## src/rtl/rx_link_ctrl_pkg.sv

```systemverilog
// Shared types and constants for the receive link controller.
// Comma patterns, state encoding and counter sizing helper.
package rx_link_ctrl_pkg;

    localparam int SYM_W = 10;

    localparam logic [SYM_W-1:0] COMMA_P = 10'b0011111010;
    localparam logic [SYM_W-1:0] COMMA_N = 10'b1100000101;

    typedef enum logic [1:0] {
        ST_IDLE   = 2'd0,
        ST_WAKE   = 2'd1,
        ST_ALIGN  = 2'd2,
        ST_LOCKED = 2'd3
    } link_state_e;

    // Counter width for a terminal count n, never narrower than one bit.
    function automatic int cnt_w(input int n);
        return (n > 1) ? $clog2(n) : 1;
    endfunction

endpackage

```

## src/rtl/rx_comma_detect.sv

```systemverilog
// Serial-to-parallel shift register and K28.5 comma matcher.
// Idle cycles shift in zeros and can never report a match.
module rx_comma_detect
    import rx_link_ctrl_pkg::*;
(
    input  logic             clk,
    input  logic             rst,
    input  logic             enb,
    input  logic             rx_bit,
    input  logic             elec_idle,
    output logic [SYM_W-1:0] sr_next,
    output logic             match
);

    logic [SYM_W-1:0] sr;
    logic             b;

    // Oldest bit ends up in bit 0; match looks at the post-shift window.
    always_comb begin
        b       = elec_idle ? 1'b0 : rx_bit;
        sr_next = {b, sr[SYM_W-1:1]};
        match   = !elec_idle &&
                  ((sr_next == COMMA_P) || (sr_next == COMMA_N));
    end

    // Shift register advances on every enabled cycle.
    always_ff @(posedge clk) begin
        if (rst) begin
            sr <= '0;
        end else if (enb) begin
            sr <= sr_next;
        end
    end

endmodule

```

## src/rtl/rx_link_ctrl.sv

```systemverilog
// Receive link controller: wake, comma alignment and lock supervision.
// Emits one aligned symbol every ten cycles while locked.
module rx_link_ctrl
    import rx_link_ctrl_pkg::*;
#(
    parameter int WAKE_CNT      = 8,
    parameter int IDLE_CNT      = 4,
    parameter int ALIGN_TIMEOUT = 256,
    parameter int SKP_INTERVAL  = 64
) (
    input  logic             clk,
    input  logic             rst,
    input  logic             enb,
    input  logic             rx_bit,
    input  logic             elec_idle,
    output logic [SYM_W-1:0] symbol,
    output logic             symbol_valid,
    output logic             is_comma,
    output logic             locked,
    output logic [1:0]       state,
    output logic             align_err,
    output logic             lock_lost
);

    localparam int WAKE_W = cnt_w(WAKE_CNT);
    localparam int IDLE_W = cnt_w(IDLE_CNT);
    localparam int TMO_W  = cnt_w(ALIGN_TIMEOUT);
    localparam int SKP_W  = cnt_w(SKP_INTERVAL);
    localparam int BIT_W  = cnt_w(SYM_W);

    logic [SYM_W-1:0]  sr_next;
    logic              match;

    link_state_e       state_q, state_n;
    logic [WAKE_W-1:0] wake_q, wake_n;
    logic [IDLE_W-1:0] idle_q, idle_n;
    logic [TMO_W-1:0]  tmo_q, tmo_n;
    logic [SKP_W-1:0]  scnt_q, scnt_n;
    logic [BIT_W-1:0]  bit_q, bit_n;
    logic [SYM_W-1:0]  sym_q, sym_n;
    logic              sv_q, sv_n;
    logic              comma_q, comma_n;
    logic              aerr_q, aerr_n;
    logic              lost_q, lost_n;
    logic              locked_q, locked_n;
    logic              idle_exit;
    logic              starve;

    rx_comma_detect u_comma (
        .clk       (clk),
        .rst       (rst),
        .enb       (enb),
        .rx_bit    (rx_bit),
        .elec_idle (elec_idle),
        .sr_next   (sr_next),
        .match     (match)
    );

    // State register plus every counter and registered output.
    always_ff @(posedge clk) begin
        if (rst) begin
            state_q  <= ST_IDLE;
            wake_q   <= '0;
            idle_q   <= '0;
            tmo_q    <= '0;
            scnt_q   <= '0;
            bit_q    <= '0;
            sym_q    <= '0;
            sv_q     <= 1'b0;
            comma_q  <= 1'b0;
            aerr_q   <= 1'b0;
            lost_q   <= 1'b0;
            locked_q <= 1'b0;
        end else if (enb) begin
            state_q  <= state_n;
            wake_q   <= wake_n;
            idle_q   <= idle_n;
            tmo_q    <= tmo_n;
            scnt_q   <= scnt_n;
            bit_q    <= bit_n;
            sym_q    <= sym_n;
            sv_q     <= sv_n;
            comma_q  <= comma_n;
            aerr_q   <= aerr_n;
            lost_q   <= lost_n;
            locked_q <= locked_n;
        end else begin
            // A strobe must not reappear when the lane is re-enabled.
            sv_q   <= 1'b0;
            aerr_q <= 1'b0;
            lost_q <= 1'b0;
        end
    end

    // Next-state, counter and output decode.
    always_comb begin
        state_n   = state_q;
        wake_n    = wake_q;
        idle_n    = idle_q;
        tmo_n     = tmo_q;
        scnt_n    = scnt_q;
        bit_n     = bit_q;
        sym_n     = sym_q;
        sv_n      = 1'b0;
        comma_n   = 1'b0;
        aerr_n    = 1'b0;
        lost_n    = 1'b0;
        starve    = 1'b0;
        idle_exit = elec_idle && (idle_q == IDLE_W'(IDLE_CNT - 1));

        unique case (state_q)
            ST_IDLE: begin
                wake_n = '0;
                idle_n = '0;
                if (!elec_idle) begin
                    state_n = ST_WAKE;
                    wake_n  = WAKE_W'(1);
                end
            end
            ST_WAKE: begin
                if (elec_idle) begin
                    state_n = ST_IDLE;
                    wake_n  = '0;
                end else if (wake_q == WAKE_W'(WAKE_CNT - 1)) begin
                    state_n = ST_ALIGN;
                    wake_n  = '0;
                    tmo_n   = '0;
                    idle_n  = '0;
                end else begin
                    wake_n = wake_q + 1'b1;
                end
            end
            ST_ALIGN: begin
                tmo_n  = tmo_q + 1'b1;
                idle_n = elec_idle ? idle_q + 1'b1 : '0;
                if (idle_exit) begin
                    state_n = ST_IDLE;
                    idle_n  = '0;
                    tmo_n   = '0;
                end else if (match) begin
                    state_n = ST_LOCKED;
                    sym_n   = sr_next;
                    sv_n    = 1'b1;
                    comma_n = 1'b1;
                    bit_n   = '0;
                    scnt_n  = '0;
                    tmo_n   = '0;
                end else if (tmo_q == TMO_W'(ALIGN_TIMEOUT - 1)) begin
                    aerr_n = 1'b1;
                    tmo_n  = '0;
                end
            end
            ST_LOCKED: begin
                idle_n = elec_idle ? idle_q + 1'b1 : '0;
                if (bit_q == BIT_W'(SYM_W - 1)) begin
                    bit_n   = '0;
                    sym_n   = sr_next;
                    sv_n    = 1'b1;
                    comma_n = match;
                    if (match) begin
                        scnt_n = '0;
                    end else if (scnt_q == SKP_W'(SKP_INTERVAL - 1)) begin
                        starve = 1'b1;
                        scnt_n = '0;
                    end else begin
                        scnt_n = scnt_q + 1'b1;
                    end
                end else begin
                    bit_n = bit_q + 1'b1;
                end
                // Idle exit outranks comma starvation; one lock_lost either way.
                if (idle_exit) begin
                    state_n = ST_IDLE;
                    lost_n  = 1'b1;
                    idle_n  = '0;
                end else if (starve) begin
                    state_n = ST_ALIGN;
                    lost_n  = 1'b1;
                    tmo_n   = '0;
                    idle_n  = '0;
                end
            end
            default: begin
                state_n = ST_IDLE;
            end
        endcase

        locked_n = (state_n == ST_LOCKED);
    end

    assign symbol       = sym_q;
    assign symbol_valid = sv_q & enb;
    assign is_comma     = comma_q;
    assign locked       = locked_q;
    assign state        = state_q;
    assign align_err    = aerr_q & enb;
    assign lock_lost    = lost_q & enb;

endmodule

```

## config.mk

```make
export PLATFORM = sky130hd
export DESIGN_NAME = rx_link_ctrl
export DESIGN_NICKNAME = d
export VERILOG_FILES = /design/src/rtl/rx_link_ctrl_pkg.sv /design/src/rtl/rx_comma_detect.sv /design/src/rtl/rx_link_ctrl.sv
export SDC_FILE = /design/constraint.sdc
export NUM_CORES = 1
export LEC_CHECK = 0
export ABC_AREA = 1
export CAP_MARGIN = 20
export CORE_UTILIZATION = 30
export DETAILED_ROUTE_END_ITERATION = 16
export PLACE_DENSITY = 0.45
export SLEW_MARGIN = 20
export SYNTH_ARGS = -nofsm -noshare
export SYNTH_HDL_FRONTEND = slang
export SYNTH_SLANG_ARGS = --single-unit
```

## constraint.sdc

```tcl
create_clock -name clk -period 2.2 [get_ports clk]
set_input_delay 0.22 -clock clk [delete_from_list [all_inputs] [get_ports clk]]
set_output_delay 0.22 -clock clk [all_outputs]
set_load 0.01 [all_outputs]
```

==> results.py <==
metrics = {
    "synth": {
        "postSynthCellCount": 374,
        "synth_flop_cell": "dfxtp_1",
        "synth-seq-cells": 49,
        "synth-seq-area-share": 0.378,
        "yosysWarnings": 0,
        "synth.distinct_cells": 33,
        "syn_nets": 386,
        "async_reset_ff_frac": 0,
        "avgSynthCellArea_um2": 6.94,
        "synthesis.area_um2": 2590,
        "synth-edff-count": 0,
    },
    "global_routing": {
        "grt_pass1_wl_mm": 10.8,
        "grtUsageTotal": 0.153,
        "grt_max_degree": 33,
        "grt_overflow": 0,
        "antenna_found_initial": 0,
        "grt_pass1_vias": 2225,
    },
    "min_path": {
        "whs_path_depth": 2,
        "hold_path_class": "flop to flop",
        "min_from": "idle_q[1]",
        "hold_end": "idle_q[1]",
    },
    "critical_path": {
        "crit_path_max_fanout": 10,
        "crit_top_cell": "nand2_1",
        "startpoint_type": "flop",
        "crit_arrival_ns": 2.08,
        "crit_cells": 12,
        "worstSetupEndpointType": "flop",
        "path_class": "flop to flop",
        "slowest_stage": "dfxtp_1",
        "crit_required_ns": 2.40,
        "critPathBufInv": 1,
        "rrSetupSlack_ns": 0.32,
        "cp_cell_sequence": "ha_1 > nand3_1 > nor2_1 > nand2_1 > nor3_1 > nand2_1 > nand2_2 > nand2_2 > inv_4 > nand2_1 > nand2_1 > nor2_1",
        "reg2reg_depth": 12,
        "critPathTopFamily": "simple AND/OR/NAND/NOR gates",
        "rr_endpoint": "tmo_q[4]",
        "reg2reg_from": "scnt_q[0]",
        "crit_start": "scnt_q[0]",
        "slowest_delay_ns": 0.39,
    },
    "final_layout": {
        "seqCellArea_um2": 981,
        "drive_gt1_frac": 0.0960,
        "final_common_cell": "nand2_1",
        "stdcell_area_um2": 3000,
        "fillers": 915,
        "multi_input_area_um2": 1390,
        "utilization": 0.362,
        "fin_cells": 501,
        "n_antenna_cell": 0,
        "final_cell_mix": "89 x nand2_1, 49 x dfxtp_1, 41 x nor2_1",
        "fin_nets": 407,
        "area_growth_pct": 15.7,
    },
    "placed_design": {
        "dp_hpwl_mm": 4.52,
        "dp_cells": 493,
        "io_buffers": 21,
        "dpl_cell_area_um2": 2920,
        "pre_cts_slack_ns": 0.0537,
        "routabilityCongestion": 0.812,
    },
    "routing": {
        "drtIter0Drc": 139,
        "firstDrtPassIters": 4,
        "viasPerCell": 4.64,
        "routed_wl_mm": 6.14,
        "ant_nets": 0,
        "vias": 2326,
        "wl_per_cell_um": 12.3,
        "drc_errors": 0,
    },
    "die": {
        "die_h_um": 95.0,
        "initial_utilization": 0.313,
        "dieArea_um2": 9030,
        "ios": 22,
        "rows": 33,
        "dieWidth_um": 95.0,
        "coreArea_um2": 8300,
    },
    "pwr": {
        "leakagePower_nw": 1.20,
        "clkPwrFrac": 0.343,
        "peakVddDrop_uv": 213,
        "pwr-share-seq": 0.586,
        "p_per_area_nw_per_um2": 518,
        "finalPower_mw": 1.55,
        "p_sw_mw": 0.401,
        "sw_frac_of_total": 0.258,
        "power.internal_mw": 1.15,
        "combinationalPowerShare": 0.070,
    },
    "job": {
        "max-cap-violations": 0,
    },
    "sta": {
        "finalSetupTns_ns": 0,
        "hold_violations": 0,
        "setup_viol": 0,
        "slew_violations": 0,
        "layout_setup_ws_ns": 0.318,
        "period_share": 0.855,
        "relSlewSlack": 0.738,
        "whs_ns": 0.473,
        "min_period_ns": 1.88,
        "worst_slew_pin_slew_ns": 0.392,
        "rsz0062_at_grt": "false",
        "clock.fmax_mhz": 531,
        "clock_skew_ns": 0.0127,
    },
    "clock_network": {
        "cts_buffers": 5,
        "cts_tree": "yes",
        "cts_resized": 0,
        "postCtsHoldBufs": 0,
        "ctsHtreeMaxLevel": 2,
        "postCtsSetupBuffers": 0,
        "clock_path_buffers": 2,
        "clk_pin_slew_ns": 0.10,
        "clkLatencyLatePin_ns": 0.30,
        "cts.sinks": 49,
        "root_buffer": "clkbuf_8",
    },
    "outcome": {
        "status": "finished, final reports clean",
    },
}
-- synthesized netlist by cell type (2+ instances only) --
library cell,n,area share
clkbuf_1,9,0.013
dfxtp_1,49,0.38
a21oi_1,33,0.064
a211oi_1,2,0.0058
xor2_1,4,0.013
nand4_1,4,0.0096
nand2_2,3,0.0072
nand3_2,2,0.0077
o21ai_0,14,0.027
inv_1,38,0.055
o21ai_2,10,0.034
nand2_1,89,0.13
nand2_4,3,0.013
nor3_1,4,0.0077
nor2_1,41,0.059
nor3b_1,2,0.0058
nand3_1,40,0.077
buf_6,2,0.0087
nand3b_1,4,0.012
xnor2_1,2,0.0068
ha_1,7,0.034
-- metal layers --
metal / global-route usage / vias to the layer above / routed length, µm
met5: 0 / - / 0
met3: 0.0266 / 2 / 173
met1: 0.204 / 1046 / 3130
li1: - / 1253 / -
met4: 0.0379 / 0 / 40
met2: 0.255 / 25 / 2800
-- area by class of cell --
cell class / instances / share of cell area
Multi-Input combinational cell: 271 / 0.462
Tap cell: 105 / 0.0438
Clock buffer: 5 / 0.0229
Inverter: 40 / 0.0508
Clock inverter: 3 / 0.00583
Sequential cell: 49 / 0.327
Timing Repair Buffer: 28 / 0.0875
-- power groups by stage --
stage / Sequential (mW) / Combinational (mW) / Clock, mW
finish: 0.912 / 0.109 / 0.534
floorplan: 0.930 / 0.0729 / 0
global route: 0.915 / 0.125 / 0.598
CTS: 0.912 / 0.110 / 0.564
global placement: 0.932 / 0.111 / 0
detailed placement: 0.932 / 0.110 / 0
-- registers in the layout, summed over array words and instances, names as in the netlist --
name and cells:
state 2, tmo_q 8, bit_q 4, sv_q 1, scnt_q 6, lost_q 1, locked 1, u_comma.sr 9
symbol 10, wake_q 3, is_comma 1, aerr_q 1, idle_q 2
-- kinds of logic (layout without fill, tap and decap cells) --
logic type                 after synthesis  count (layout)  share of synthesized area
AOI/OAI and AO/OA                       62              62                      0.139
xor gates and xnor gates                 6               6                     0.0203
adders and majority gates                7               7                     0.0337
buffers and inverters                   54              76                     0.0868
DFF                                     49              49                      0.378
and+or+nand+nor                        196             196                      0.342
-- worst max-delay path by stage --
| stage | endpoint | slack (ns) |
|---|---|---|
| floorplan | tmo_q[4] | 0.66 |
| global placement | scnt_q[4] | -0.003 |
| finish | tmo_q[4] | 0.32 |
| global route | tmo_q[1] | 0.09 |
| detailed placement | scnt_q[4] | 0.05 |
| CTS | scnt_q[4] | 0.30 |
-- worst reg2reg max path, delay by kind of cell, from the launching register on --
family	cells	cell delay, ns
AND/OR/NAND/NOR	10	1.02
buffers and inverters	1	0.15
flip-flops	1	0.39
adder cells (fa/ha/maj)	1	0.21
Power figures use the tool's default switching activity.
